`src/rtl/pcie_phy_pkg.sv`:
```
// Shared PCIe PHY datapath definitions used by both the transmit serializer
// and the receive byte deserializer.
//   mode_t          : word-size selector carried on the lane interface
//   BYTE_W          : width of one lane byte
//   words_per_mode  : index of the last byte of a word (N-1) for a mode
package pcie_phy_pkg;

  localparam int BYTE_W = 8;

  typedef enum logic [1:0] {
    MODE_8    = 2'b00,
    MODE_16   = 2'b01,
    MODE_32   = 2'b10,
    MODE_RSVD = 2'b11
  } mode_t;

  // Last byte index of a word. The reserved mode never completes a word
  // (its bytes are dropped), so its value is irrelevant; 0 keeps it benign.
  function automatic logic [1:0] words_per_mode(input mode_t m);
    case (m)
      MODE_8:  return 2'd0;
      MODE_16: return 2'd1;
      MODE_32: return 2'd3;
      default: return 2'd0;
    endcase
  endfunction

endpackage

```
`src/rtl/byte_deserializer_if.sv`:
```
// Lane-side byte stream in, wide word out.
//   master : drives mode/align/in_valid/in, observes the word outputs
//   slave  : the deserializer itself
interface byte_deserializer_if #(
  parameter int BYTE_W = 8,
  parameter int OUT_W  = 32
);
  logic [1:0]        mode;
  logic              align;
  logic              in_valid;
  logic [BYTE_W-1:0] in;
  logic [OUT_W-1:0]  out;
  logic              out_valid;
  logic              busy;
  logic              mode_err;

  modport master (
    output mode, align, in_valid, in,
    input  out, out_valid, busy, mode_err
  );

  modport slave (
    input  mode, align, in_valid, in,
    output out, out_valid, busy, mode_err
  );
endinterface

```
`src/rtl/byte_deserializer.sv`:
```
// Receive-side byte deserializer: collects one lane byte per accepted cycle
// and reassembles 8/16/32-bit words, first byte in the low lane.
// Ports:
//   clk      : rising-edge clock
//   reset_L  : asynchronous active-low reset
//   bus      : byte_deserializer_if.slave
//              mode/align/in_valid/in in; out/out_valid/busy/mode_err out
module byte_deserializer #(
  parameter int BYTE_W = 8,
  parameter int OUT_W  = 32
) (
  input  logic                clk,
  input  logic                reset_L,
  byte_deserializer_if.slave  bus
);
  import pcie_phy_pkg::*;

  localparam int NUM_LANES = OUT_W / BYTE_W;

  // State
  logic [1:0]                        byte_idx, nxt_idx;
  mode_t                             mode_q, nxt_mode;
  logic [NUM_LANES-1:0][BYTE_W-1:0]  asm_q, nxt_asm, asm_w;
  logic [OUT_W-1:0]                  out_q, nxt_out;
  logic                              ov_q, nxt_ov;
  logic                              err_q, nxt_err;

  // Accept decode
  mode_t      mode_in;
  logic       mode_chg;
  logic       restart;
  logic [1:0] wr_idx;
  mode_t      eff_mode;

  assign mode_in  = mode_t'(bus.mode);
  assign mode_chg = (byte_idx != 2'd0) && (mode_in != mode_q);
  // A byte starts a fresh word either at a word boundary or when the mode
  // changed under a partial word (that partial is abandoned).
  assign restart  = (byte_idx == 2'd0) || (mode_in != mode_q);
  assign wr_idx   = restart ? 2'd0 : byte_idx;
  assign eff_mode = restart ? mode_in : mode_q;

  // Byte-lane write decoder: on a fresh word lane 0 takes the byte and the
  // upper lanes clear, which is what yields the zero-filled 8/16-bit words.
  for (genvar l = 0; l < NUM_LANES; l++) begin : g_lane
    localparam logic [1:0] LI = 2'(l);
    always_comb begin
      if (restart)
        asm_w[l] = (LI == 2'd0) ? bus.in : '0;
      else
        asm_w[l] = (LI == wr_idx) ? bus.in : asm_q[l];
    end
  end

  always_comb begin
    nxt_idx  = byte_idx;
    nxt_mode = mode_q;
    nxt_asm  = asm_q;
    nxt_out  = out_q;
    nxt_ov   = 1'b0;
    nxt_err  = 1'b0;
    if (bus.align) begin
      // Restart wins over everything, including a byte in the same cycle.
      nxt_idx = 2'd0;
      nxt_asm = '0;
    end else if (bus.in_valid) begin
      if (mode_in == MODE_RSVD) begin
        nxt_err = 1'b1;
        nxt_idx = 2'd0;
      end else begin
        nxt_err  = mode_chg;
        nxt_mode = eff_mode;
        nxt_asm  = asm_w;
        if (wr_idx == words_per_mode(eff_mode)) begin
          nxt_out = asm_w;
          nxt_ov  = 1'b1;
          nxt_idx = 2'd0;
        end else begin
          nxt_idx = wr_idx + 2'd1;
        end
      end
    end
  end

  always_ff @(posedge clk or negedge reset_L) begin
    if (!reset_L) begin
      byte_idx <= 2'd0;
      mode_q   <= MODE_8;
      asm_q    <= '0;
      out_q    <= '0;
      ov_q     <= 1'b0;
      err_q    <= 1'b0;
    end else begin
      byte_idx <= nxt_idx;
      mode_q   <= nxt_mode;
      asm_q    <= nxt_asm;
      out_q    <= nxt_out;
      ov_q     <= nxt_ov;
      err_q    <= nxt_err;
    end
  end

  assign bus.out       = out_q;
  assign bus.out_valid = ov_q;
  assign bus.mode_err  = err_q;
  assign bus.busy      = (byte_idx != 2'd0);

endmodule

```
`src/flat_wrapper.sv`:
```
// flat-port wrapper written by rule: the top's interface ports become plain ports
module byte_deserializer_flat import pcie_phy_pkg::*;
#(
  parameter int BYTE_W = 8,
  parameter int OUT_W  = 32
)
  (clk, reset_L, bus_mode, bus_align, bus_in_valid, bus_in, bus_out, bus_out_valid, bus_busy, bus_mode_err);
  byte_deserializer_if #(.BYTE_W(BYTE_W), .OUT_W(OUT_W)) bus_i ();
  input  logic clk;
  input  logic reset_L;
  input wire logic [$bits(bus_i.mode)-1:0] bus_mode;
  input wire logic [$bits(bus_i.align)-1:0] bus_align;
  input wire logic [$bits(bus_i.in_valid)-1:0] bus_in_valid;
  input wire logic [$bits(bus_i.in)-1:0] bus_in;
  output wire logic [$bits(bus_i.out)-1:0] bus_out;
  output wire logic [$bits(bus_i.out_valid)-1:0] bus_out_valid;
  output wire logic [$bits(bus_i.busy)-1:0] bus_busy;
  output wire logic [$bits(bus_i.mode_err)-1:0] bus_mode_err;
  assign bus_i.mode = bus_mode;
  assign bus_i.align = bus_align;
  assign bus_i.in_valid = bus_in_valid;
  assign bus_i.in = bus_in;
  assign bus_out = bus_i.out;
  assign bus_out_valid = bus_i.out_valid;
  assign bus_busy = bus_i.busy;
  assign bus_mode_err = bus_i.mode_err;
  byte_deserializer #(.BYTE_W(BYTE_W), .OUT_W(OUT_W)) u_core (.clk(clk), .reset_L(reset_L), .bus(bus_i));
endmodule
```
`config.mk`:
```
export PLATFORM = sky130hd
export DESIGN_NAME = byte_deserializer_flat
export DESIGN_NICKNAME = d
export VERILOG_FILES = /design/src/rtl/pcie_phy_pkg.sv /design/src/rtl/byte_deserializer_if.sv /design/src/rtl/byte_deserializer.sv /design/src/flat_wrapper.sv
export SDC_FILE = /design/constraint.sdc
export NUM_CORES = 1
export LEC_CHECK = 0
export BUFFER_PORTS_ARGS = -buffer_cell sky130_fd_sc_hd__buf_2
export CORE_MARGIN = 2
export CORE_UTILIZATION = 37
export CTS_BUF_LIST = sky130_fd_sc_hd__clkbuf_8
export DETAILED_ROUTE_END_ITERATION = 10
export PLACE_DENSITY_LB_ADDON = 0.1
export SYNTH_ARGS = -nofsm -noshare
export SYNTH_HDL_FRONTEND = slang
export SYNTH_SLANG_ARGS = --single-unit
```
`constraint.sdc`:
```
create_clock -name clk -period 2.65 [get_ports clk]
set_clock_uncertainty 0.05 [all_clocks]
set_input_delay 0.265 -clock clk [delete_from_list [all_inputs] [get_ports clk]]
set_output_delay 0.265 -clock clk [all_outputs]
set_load 0.03 [all_outputs]
```
After elaboration in Yosys (flattened, before gate mapping)
Cells that the tools add are included.

Bits in registers: 70. Bits of input ports: 14. Output and inout port bits: 35. Logic and storage cells: 58.

Add/subtract/negate cells: 1. Eq/ne operators: 9. Mux-type cells: 28. Bitwise gates (word level): 2. Reduce and logical (&&, ||, !) cells: 9.

Operator list (number): two-way mux 32 bit (3); two-way mux 8 bit (8); two-way mux 2 bit (9); two-way mux 1 bit (7); == test 2 bit (first input constant) (2); == test 2 bit (second input constant) (2); zero test 2 bit (2); one-hot mux 2 bit (2 select lines) (1); AND reduction 4 bit (1); nonzero test 2 bit (2); AND reduction 3 bit (1); adder 2 x 1 -> 2 bit (second input constant) (1); == test 1 x 2 -> 1 bit (first input constant) (1); == test 2 x 1 -> 1 bit (second input constant) (1); == test 2 bit (1); != test 2 bit (1); != test 2 bit (second input constant) (1); NOT 1 bit (2); AND reduction 2 bit (1); logical AND 1 bit (1); logical OR 1 bit (1).

Depth between registers and ports, before layout
Gate-level depths: netlist of the first run.

Depth after elaboration: 13. Mapped depth: 7. Mapped depth without buffers: 6.

Least setup slack after synthesis of the first run
No wires, ideal clock.

Path type: in2reg. Start point: in bus_mode[0]. End point: reg u_core.out_q[10] (netlist: u_core.bus.out[10]). Arrival time: 1885 ps. Required time: 2475 ps. Path slack: 589 ps. Stages: 7. Path buffers: 1. Cells stage by stage: inv_1 ha_1 nand2b_1 o32ai_1 a32oi_4 buf_12 mux2_4.

Word-level cells in the longest chain between the ends: 10. Elaborated cells between the ends (all ways): 17.

RTL lines: start, declared (line flat_wrapper.sv:11) `input wire logic [$bits(bus_i.mode)-1:0] bus_mode;`; != test 2 bit (line byte_deserializer.sv:39) `assign restart = (byte_idx == 2'd0) || (mode_in != mode_q);`; logical OR 1 bit (line byte_deserializer.sv:39); two-way mux 2 bit (line byte_deserializer.sv:41) `assign eff_mode = restart ? mode_in : mode_q;`; == test 2 bit or == test 2 x 1 -> 1 bit (tied branches) (line pcie_phy_pkg.sv:20) `case (m)`; one-hot mux 2 bit (2 select lines) (line pcie_phy_pkg.sv:20); two-way mux 2 bit (line byte_deserializer.sv:67) `if (mode_in == MODE_RSVD) begin`; two-way mux 2 bit (line byte_deserializer.sv:66) `end else if (bus.in_valid) begin`; two-way mux 2 bit (line byte_deserializer.sv:62) `if (bus.align) begin`; == test 2 bit (line byte_deserializer.sv:74) `if (wr_idx == words_per_mode(eff_mode)) begin`; AND reduction 4 bit (no source line); end signal, assigned (line byte_deserializer.sv:97) `out_q <= nxt_out;`; end, declared (line byte_deserializer.sv:24) `logic [OUT_W-1:0] out_q, nxt_out;`.

Parallel ways exist; a longest one is shown, timed or not. The select of a mux whose other input is x is not followed. A chain may end at the register's enable or synchronous reset.

==> key figures, run 1 <==
Clocking
  • Htree depth: 3
  • Clk slew on worst S/H paths: around 0.080 ns
  • Worst skew pair latency: 0.35 ns
  • Post-CTS sizing: 0
  • Clk buf depth: 2
  • Clk root buf: clkbuf_8
  • Clock Sinks: 70
  • CTS tree: done
  • Total CTS buffers: 9

Detailed routing
  • DRC viols: 0
  • First-pass DRT Iterations: 4
  • Routed WL per cell: 19.5 um
  • Initial drt markers: 91
  • Number of vias per cell: 5.49
  • Via count: 2,361
  • DRT Wirelength: 8370 um
  • ANT nets after route: 0

Final layout
  • Commonest cells after routing, fill and taps aside: dfrtp_1 (70), buf_2 (48), a22o_1 (32), mux2_4 (29), buf_4 (17)
  • Footprint of the multi-input gates: 0.00156 mm2
  • Final Instance Area: 0.00399 mm2
  • Reg area: 0.00175 mm2
  • Filler Cell Count: 871
  • Share of layout cells above drive strength 1: approximately two fifths
  • Nets@finish: 332
  • ANT cells: 0
  • Area Overhead vs Synth: 16.0%
  • Most common cell after layout, fill and taps aside: dfrtp_1

STA
  • Slew @ Worst Pin: 0.950 ns
  • RSZ-0062 raised after global routing: no
  • Final period utilization: 82.0%
  • Max Transition Viols Final: 0
  • Min Hold Slack: between 0.1 and 0.15 ns
  • Final worst setup slack: approximately 0.48 ns
  • Final Hold Viols: 0
  • Period minus WS final: 2.17 ns
  • Setup tns final: 0 ns
  • Normalized max-slew margin: between 30% and 40%
  • FMAX: about 460 MHz
  • Endpoints failing setup: 0

GRT
  • First-pass GRT wire length: around 14,000 um
  • Initial antenna violation count: 0
  • Largest net degree at the start of global routing: 29
  • Vias in the first global route: 2,442
  • Overall Global Routing Usage: a little under a fifth
  • Gr ovfl total: 0

Die
  • Initial Util: 37.8%
  • Die W: 100 um
  • # IOs: slightly below 50
  • Site Rows: 35
  • CORE AREA: 0.00911 mm2
  • Die Y-Extent: 100 um
  • Die ar.: approximately 0.01 mm2

Hold path
  • Min-Delay Path Class: in -> reg
  • Hold Startpoint: bus_align

Power
  • Peak supply drop: 0.000472 V
  • Flop pwr share: 47.8%
  • PwrDens: 617 mW/mm2
  • Clock power frac: between 20 and 30%
  • P_int: between 1500 and 2000 uW
  • Switch share: 31.6%
  • Sw Pwr: between 700 and 800 uW
  • Pleak: 0.00206 uW
  • Combinational group share of total power: about 22%

Flow run
  • Maxcap violations: 0

Synth
  • Cell count after synthesis: between 200 and 300
  • Sequential cell area fraction in the yosys report: slightly above 50%
  • Top cell type's share of synthesized area: 50.9%
  • Syn Std Cell Area: between 0.003 and 0.004 mm2
  • Yosys reg bits: 70
  • Largest cells by area after synthesis: dfrtp_1 (51%), mux2_4 (13%), a22o_1 (8.1%), mux2_2 (3.6%), a41o_1 (2.6%)
  • Average cell area after synthesis: 13.5 um2
  • Post-Synth Simple-Gate Area: 8.51%
  • Yosys Warn Count: 0
  • Post-synth ARST share: 100%
  • Top_reg_cell synth: dfrtp_1
  • XOR/XNOR Fraction of Synth Area: 1.78%
  • Synth Area in Compound Gates: roughly 18%
  • Main combinational cell family by area after synthesis: compound AO/OA/AOI/OAI gates
  • Adder-Cell Fraction of Synth Area: 0.727%
  • Library cells used by synthesis: 42
  • Mux cell area share after synthesis: 16.5%
  • Post-synth EDFFs: 0
  • Syn Nets: 271
  • Largest area contributor in the netlist: dfrtp_1

Setup path
  • Critical path type: reg -> reg
  • Req. time, crit path: 2.82 ns
  • Worst path arrival time: 2.35 ns
  • CP Capture Type: register
  • Worst-path fanout max: 21
  • Startpoint types: register

Placement
  • Placed inst area: 0.00383 mm2
  • Placer Congestion: between 0.8 and 0.9
  • PortBufs: 48
  • Placed wire-length estimate: 5520 um
  • Dpl ws: around 0.23 ns

Status
  • Outcome: finished clean
## sequential cells by signal (all words and copies together) (netlist names), named ones only
name,cells
u_core.asm_q,32
u_core.bus.out,32
u_core.bus.out_valid,1
u_core.bus.mode_err,1
u_core.byte_idx,2
## synth_stat cells, types with 2 or more instances
| cell type | instances |
|---|---|
| buf_2 | 2 |
| inv_1 | 3 |
| nor2b_1 | 5 |
| a32o_1 | 5 |
| a41o_1 | 9 |
| o22ai_1 | 2 |
| a22oi_1 | 10 |
| ha_1 | 2 |
| nor2_1 | 14 |
| nand2b_1 | 3 |
| clkbuf_1 | 9 |
| nor3_1 | 4 |
| dfrtp_1 | 70 |
| nor4b_1 | 8 |
| mux2_2 | 11 |
| nand2_1 | 9 |
| xnor2_1 | 2 |
| mux2_4 | 29 |
| a22o_1 | 32 |
| a21oi_1 | 2 |
| buf_12 | 3 |
## kinds of logic after synthesis
logic type               Yosys count
flip-flops                        70
AO/OA/AOI/OAI                     69
AND/OR/NAND/NOR                   50
multiplexers                      41
buffers and inverters             19
XOR/XNOR                           4
adder cells (fa/ha/maj)            2
## critical path, cell delays in order, from the launching register on
cell and delay, ns:
dfrtp_1 0.46, xor2_4 0.38, nor2_4 0.19, a32oi_4 0.22, buf_4 0.40, mux2_4 0.34
## metal layers
layer	routed length (um)	vias up	global-route usage, %
met4	93	0	5.37
met2	3930	57	28.5
met1	3990	1194	24.7
met5	0	-	0
met3	365	9	4.25
li1	-	1101	-
## final timing paths
path	slack, ns	to	cells after the start
min reg2reg	0.45	u_core.asm_q[2]$_DFFE_PN0P_	1
min in group asynchronous	0.37	u_core.bus.out[22]$_DFFE_PN0P_	2
max in group asynchronous	1.39	u_core.asm_q[26]$_DFFE_PN0P_	3
max reg2reg	0.48	u_core.bus.out[8]$_DFFE_PN0P_	5
max	0.48	u_core.bus.out[8]$_DFFE_PN0P_	5
min	0.13	u_core.byte_idx[1]$_DFFE_PN0P_	2
## final cells by class
type	instances	share of cell area (%)
clock inverter	4	0.439
multi-input combinational	166	39.0
sequential	70	43.9
tap	111	3.48
clock buffer	10	3.45
inverter	3	0.282
timing repair buffer	66	9.46
## timing repair
item	4_1_cts	5_1_grt
endpoints found under the hold margin	22	0
hold buffers	1	0
buffers inserted	0	0
## power by group through the flow
stage / logic [uW] / clock network, uW / registers, uW
6_report: 550 / 735 / 1180
5_1_grt: 597 / 803 / 1190
4_1_cts: 557 / 766 / 1180
3_5_place_dp: 554 / 0 / 1200
3_3_place_gp: 553 / 0 / 1200
2_1_floorplan: 261 / 0 / 1300
## through the flow
stage | std cells | power (uW) | utilization [%]
global placement | 415 | 1750 | 42.0
detailed placement | 415 | 1750 | 42.0
finish | 430 | 2460 | 43.8
global route | 430 | 2580 | 43.8
CTS | 430 | 2500 | 43.8
floorplan | 255 | 1560 | -
No activity file was read; power rests on OpenSTA's default activity.
==> run 2, diff against run 1 <==
clock period = 1.85 ns   (was 2.65 ns; I/O delays follow)
==> key figures, run 2 (synthesized netlist as in run 1, its figures left out) <==
Placement
  • PortBufs: 48
  • Placed inst area: 0.00413 mm2
  • Cells after DPL: 440
  • Dpl ws: -0.143 ns
  • Placed wire-length estimate: 5960 um
  • Placer Congestion: between 0.8 and 0.9

Detailed routing
  • DRT Wirelength: 8790 um
  • Via count: 2,500
  • Number of vias per cell: 5.36
  • First-pass DRT Iterations: 5
  • ANT nets after route: 0
  • DRC viols: 0
  • Routed WL per cell: roughly 19 um
  • Initial drt markers: a little under 200

Hold path
  • Min-Delay Path Class: in -> reg

Setup path
  • Flop2flop setup slack: -0.02 ns
  • CP Capture Type: register
  • Worst path arrival time: 2.04 ns
  • Req. time, crit path: between 2 and 2.5 ns
  • Critical path type: reg -> reg
  • Startpoint types: register
  • Worst-path fanout max: 13

Status
  • Outcome: finished with violations
  • Failing checks: negative setup slack

GRT
  • Vias in the first global route: 2,509
  • Gr ovfl total: 0
  • First-pass GRT wire length: 13,800 um
  • Initial antenna violation count: 0
  • Largest net degree at the start of global routing: 33
  • Overall Global Routing Usage: 18.2%

STA
  • Final period utilization: 101%
  • Normalized max-slew margin: around two thirds
  • RSZ-0062 raised after global routing: yes
  • Endpoints failing setup: 14
  • Max Transition Viols Final: 0
  • Period minus WS final: around 1.9 ns
  • FMAX: 536 MHz
  • Slew @ Worst Pin: 0.510 ns
  • Final worst setup slack: -0.0168 ns
  • Final Hold Viols: 0

Power
  • Peak supply drop: ~0.00062 V
  • Pleak: 0.00230 uW
  • PwrDens: 867 mW/mm2

Clocking
  • Worst skew pair latency: 0.33 ns
  • Clock Sinks: 70
  • Clk root buf: clkbuf_8
  • Clk buf depth: 2
  • Total CTS buffers: 9
  • CTS tree: done
  • Htree depth: 3
  • Clk slew on worst S/H paths: 0.08 ns

Final layout
  • Nets@finish: 366
  • Non-filler cells, final: 466
  • ANT cells: 0
  • Share of layout cells above drive strength 1: 50.7%
  • Final Instance Area: 0.00451 mm2
  • Commonest cells after routing, fill and taps aside: dfrtp_1 (66), buf_2 (48), buf_4 (44), a22o_1 (32), mux2_4 (32)
  • Most common cell after layout, fill and taps aside: dfrtp_1
  • Area Overhead vs Synth: 31.1%

Die
  • Die ar.: 0.0101 mm2
  • Site Rows: 35
  • Initial Util: 37.8%
  • Die Y-Extent: 100 um
  • # IOs: about 50
  • Die W: 100 um
  • CORE AREA: ~0.0091 mm2

Flow run
  • Maxcap violations: 0
-- run 2: area by class of cell --
cell class | instances | area [um2]
Clock buffer | 10 | 138
Tap cell | 111 | 139
Timing Repair Buffer | 100 | 703
Multi-Input combinational cell | 166 | 1700
Sequential cell | 70 | 1760
Fill cell | 839 | 4600
Inverter | 3 | 11.3
Clock inverter | 6 | 61.3
-- run 2: worst paths after layout --
| kind | start | to | cells past startpoint |
|---|---|---|---|
| hold / removal | bus_align | u_core.byte_idx[1]$_DFFE_PN0P_ | 3 |
| min in group asynchronous | reset_L | u_core.bus.out[21]$_DFFE_PN0P_ | 2 |
| setup / recovery | u_core.byte_idx[0]$_DFFE_PN0P_ | u_core.bus.out[7]$_DFFE_PN0P_ | 7 |
| setup reg to reg | u_core.byte_idx[0]$_DFFE_PN0P_ | u_core.bus.out[7]$_DFFE_PN0P_ | 7 |
| hold reg to reg | u_core.asm_q[1]$_DFFE_PN0P_ | u_core.asm_q[1]$_DFFE_PN0P_ | 1 |
| max in group asynchronous | reset_L | u_core.asm_q[4]$_DFFE_PN0P_ | 3 |
-- run 2: critical path, cell delays in order (launching register included) --
cell      delay [ns]
dfrtp_2         0.41
buf_4           0.13
nand2b_1        0.14
o32ai_4         0.10
a32oi_4         0.30
buf_12          0.15
buf_12          0.15
mux2_4          0.31
-- run 2: where the power goes --
| part | internal [uW] | switching [uW] | total [uW] |
|---|---|---|---|
| registers | 1630 | 71.6 | 1700 |
| logic | 424 | 535 | 959 |
| clock network | 655 | 594 | 1250 |
-- run 2: repair_timing --
| action | 4_1_cts | 5_1_grt |
|---|---|---|
| endpoints found under the setup margin | 33 | 32 |
| hold buffers | 1 | 0 |
| gates resized for setup | 13 | 10 |
| gates cloned | 1 | 0 |
| setup buffers | 5 | 5 |
| pin swaps | 0 | 4 |
| hold endpoints to repair | 17 | 0 |
-- run 2: per-layer routing --
metal	part of all wire (%)	wire length [um]	vias to the layer above	GRT usage, %
li1	-	-	1171	-
met3	5.2	454	6	3.90
met2	48	4240	86	28.2
met4	1.0	90	0	5.27
met5	0	0	-	0
met1	46	4000	1237	25.8
-- run 2: stage by stage --
step | hold WS [ns] | total power [uW] | setup TNS (ns) | util, %
3_5_place_dp | 0.135 | 2610 | -4.50 | 45.4
4_1_cts | 0.0812 | 3930 | -0.0161 | 49.0
5_1_grt | 0.0856 | 4090 | -1.58 | 49.5
6_report | 0.108 | 3910 | -0.154 | 49.5
2_1_floorplan | -0.161 | 2250 | -0.305 | -
3_3_place_gp | 0.131 | 2610 | -4.19 | 45.4
==> run 3, diff against run 2 <==
SETUP_SLACK_MARGIN = 0.3   (was unset)
==> key figures, run 3 (synthesized netlist as in run 1, its figures left out) <==
Power
  • Pleak: 0.00238 uW
  • Peak supply drop: roughly 0.00049 V
  • PwrDens: 842 mW/mm2

GRT
  • Global routing's busiest layer: met2
  • Met2 Resource Use GR: 31.9%
  • Met1 Use GR: 26.0%
  • Met3 usage: 4.53%
  • Initial antenna violation count: 0
  • Overall Global Routing Usage: 19.5%
  • Vias in the first global route: 2,670
  • Largest net degree at the start of global routing: 71
  • Gr ovfl total: 0
  • First-pass GRT wire length: 14,800 um

STA
  • Final worst setup slack: -0.0149 ns
  • Period minus WS final: around 1.9 ns
  • Normalized max-slew margin: roughly 70%
  • Final Hold Viols: 0
  • Endpoints failing setup: 10
  • FMAX: 536 MHz
  • Max Transition Viols Final: 0
  • RSZ-0062 raised after global routing: yes
  • Final period utilization: 101%
  • Slew @ Worst Pin: about 0.45 ns

Detailed routing
  • DRC viols: 0
  • DRT Wirelength: 9220 um
  • Routed WL per cell: ~20 um
  • ANT nets after route: 0
  • Initial drt markers: between 70 and 80
  • Number of vias per cell: approximately 5.4
  • First-pass DRT Iterations: 4
  • Via count: 2,553

Hold path
  • Min-Delay Path Class: in -> reg

Final layout
  • Share of layout cells above drive strength 1: 59.1%
  • Filler Cell Count: roughly 800
  • Most common cell after layout, fill and taps aside: dfrtp_1
  • Area Overhead vs Synth: 41.2%
  • Nets@finish: between 300 and 400
  • Commonest cells after routing, fill and taps aside: dfrtp_1 (66), buf_2 (47), buf_4 (33), a22o_1 (32), mux2_4 (31)
  • ANT cells: 0
  • Util after Layout: a little over half

Status
  • Outcome: finished with violations
  • Failing checks: negative setup slack

Placement
  • PortBufs: 48
  • Dpl ws: -0.146 ns
  • Placer Congestion: 0.769
  • Placed wire-length estimate: 5770 um

Setup path
  • Critical path type: reg -> reg
  • CP max stage delay: about 0.45 ns
  • Delay-heaviest family, CP: flip-flops
  • Startpoint types: register
  • CP Capture Type: register
  • Req. time, crit path: 2.04 ns
  • Worst-path fanout max: 6
  • Worst path arrival time: 2.06 ns
  • Critical path's slowest cell: dfrtp_2
  • CP Buf/Inv Count: 2
  • Crit-path cells: nor2b_2, o32ai_4, a32oi_4, buf_6, buf_12, mux2_2

Clocking
  • Clk slew on worst S/H paths: 0.09 ns
  • Clk buf depth: 2
  • Clock Sinks: 70
  • Worst skew pair latency: 0.37 ns
  • Clk root buf: clkbuf_8
  • Htree depth: 3
  • CTS tree: done
  • Total CTS buffers: 9

Flow run
  • Maxcap violations: 0

Die
  • Die ar.: between 0.01 and 0.015 mm2
  • # IOs: 49
  • CORE AREA: 0.00911 mm2
  • Initial Util: 37.8%
  • Site Rows: 35
  • Die W: roughly 100 um
  • Die Y-Extent: 100 um
==> run 3: report_power, final <==
| part | switching [uW] | total (uW) | internal [uW] |
|---|---|---|---|
| Combinational | 596 | 1080 | 482 |
| Sequential | 72.6 | 1700 | 1630 |
| Clock | 642 | 1310 | 669 |
==> run 3: tightest hold or removal path: stages <==
cell	delay, ns
buf_2	0.12
inv_1	0.07
o21ai_0	0.08
==> run 3: final cells by class <==
class	instances	area [um2]	area share [%]
inverter	3	11.3	0.232
timing repair buffer	104	861	17.7
clock buffer	10	138	2.83
sequential	70	1760	36.2
multi-input combinational	166	1880	38.7
clock inverter	6	70.1	1.44
tap	111	139	2.86
==> run 3: repair_timing <==
action,in CTS,in global routing
hold buffers,1,0
buffers inserted,6,6
pin swaps,7,14
endpoints found under the hold margin,70,0
endpoints found under the setup margin,69,68
cloned,4,1
gates resized for setup,46,33
==> run 3: per-stage QoR <==
stage,TNS [ns],hold WS (ns),instances,cell area (um2),total power [uW]
floorplan,-0.305,-0.161,255,3560,2290
global placement,-3.57,0.193,436,4120,2620
detailed placement,-3.86,0.190,436,4120,2620
global route,-1.34,0.102,470,4860,4270
finish,-0.0562,0.0800,470,4860,4090
CTS,-0.0162,0.0749,463,4630,4040
==> run 3: path summary, 6_finish.rpt <==
check | from | end | slack, ns | cells past startpoint
hold / removal | bus_mode[0] | register | 0.08 | 3
hold reg to reg | u_core.asm_q[7]$_DFFE_PN0P_ | u_core.asm_q[7]$_DFFE_PN0P_ | 0.45 | 1
max in group asynchronous | reset_L | async pin | 1.06 | 3
min in group asynchronous | reset_L | u_core.bus.mode_err$_DFF_PN0_ | 0.32 | 3
setup reg to reg | u_core.byte_idx[1]$_DFFE_PN0P_ | u_core.bus.out[30]$_DFFE_PN0P_ | -0.01 | 6
setup / recovery | u_core.byte_idx[1]$_DFFE_PN0P_ | u_core.bus.out[30]$_DFFE_PN0P_ | -0.01 | 6
==> run 3: routing by layer <==
metal	part of all wire, %	vias to the layer above
met4	0.95	0
met2	50	44
met1	45	1314
met5	0	-
li1	-	1184
met3	3.3	11
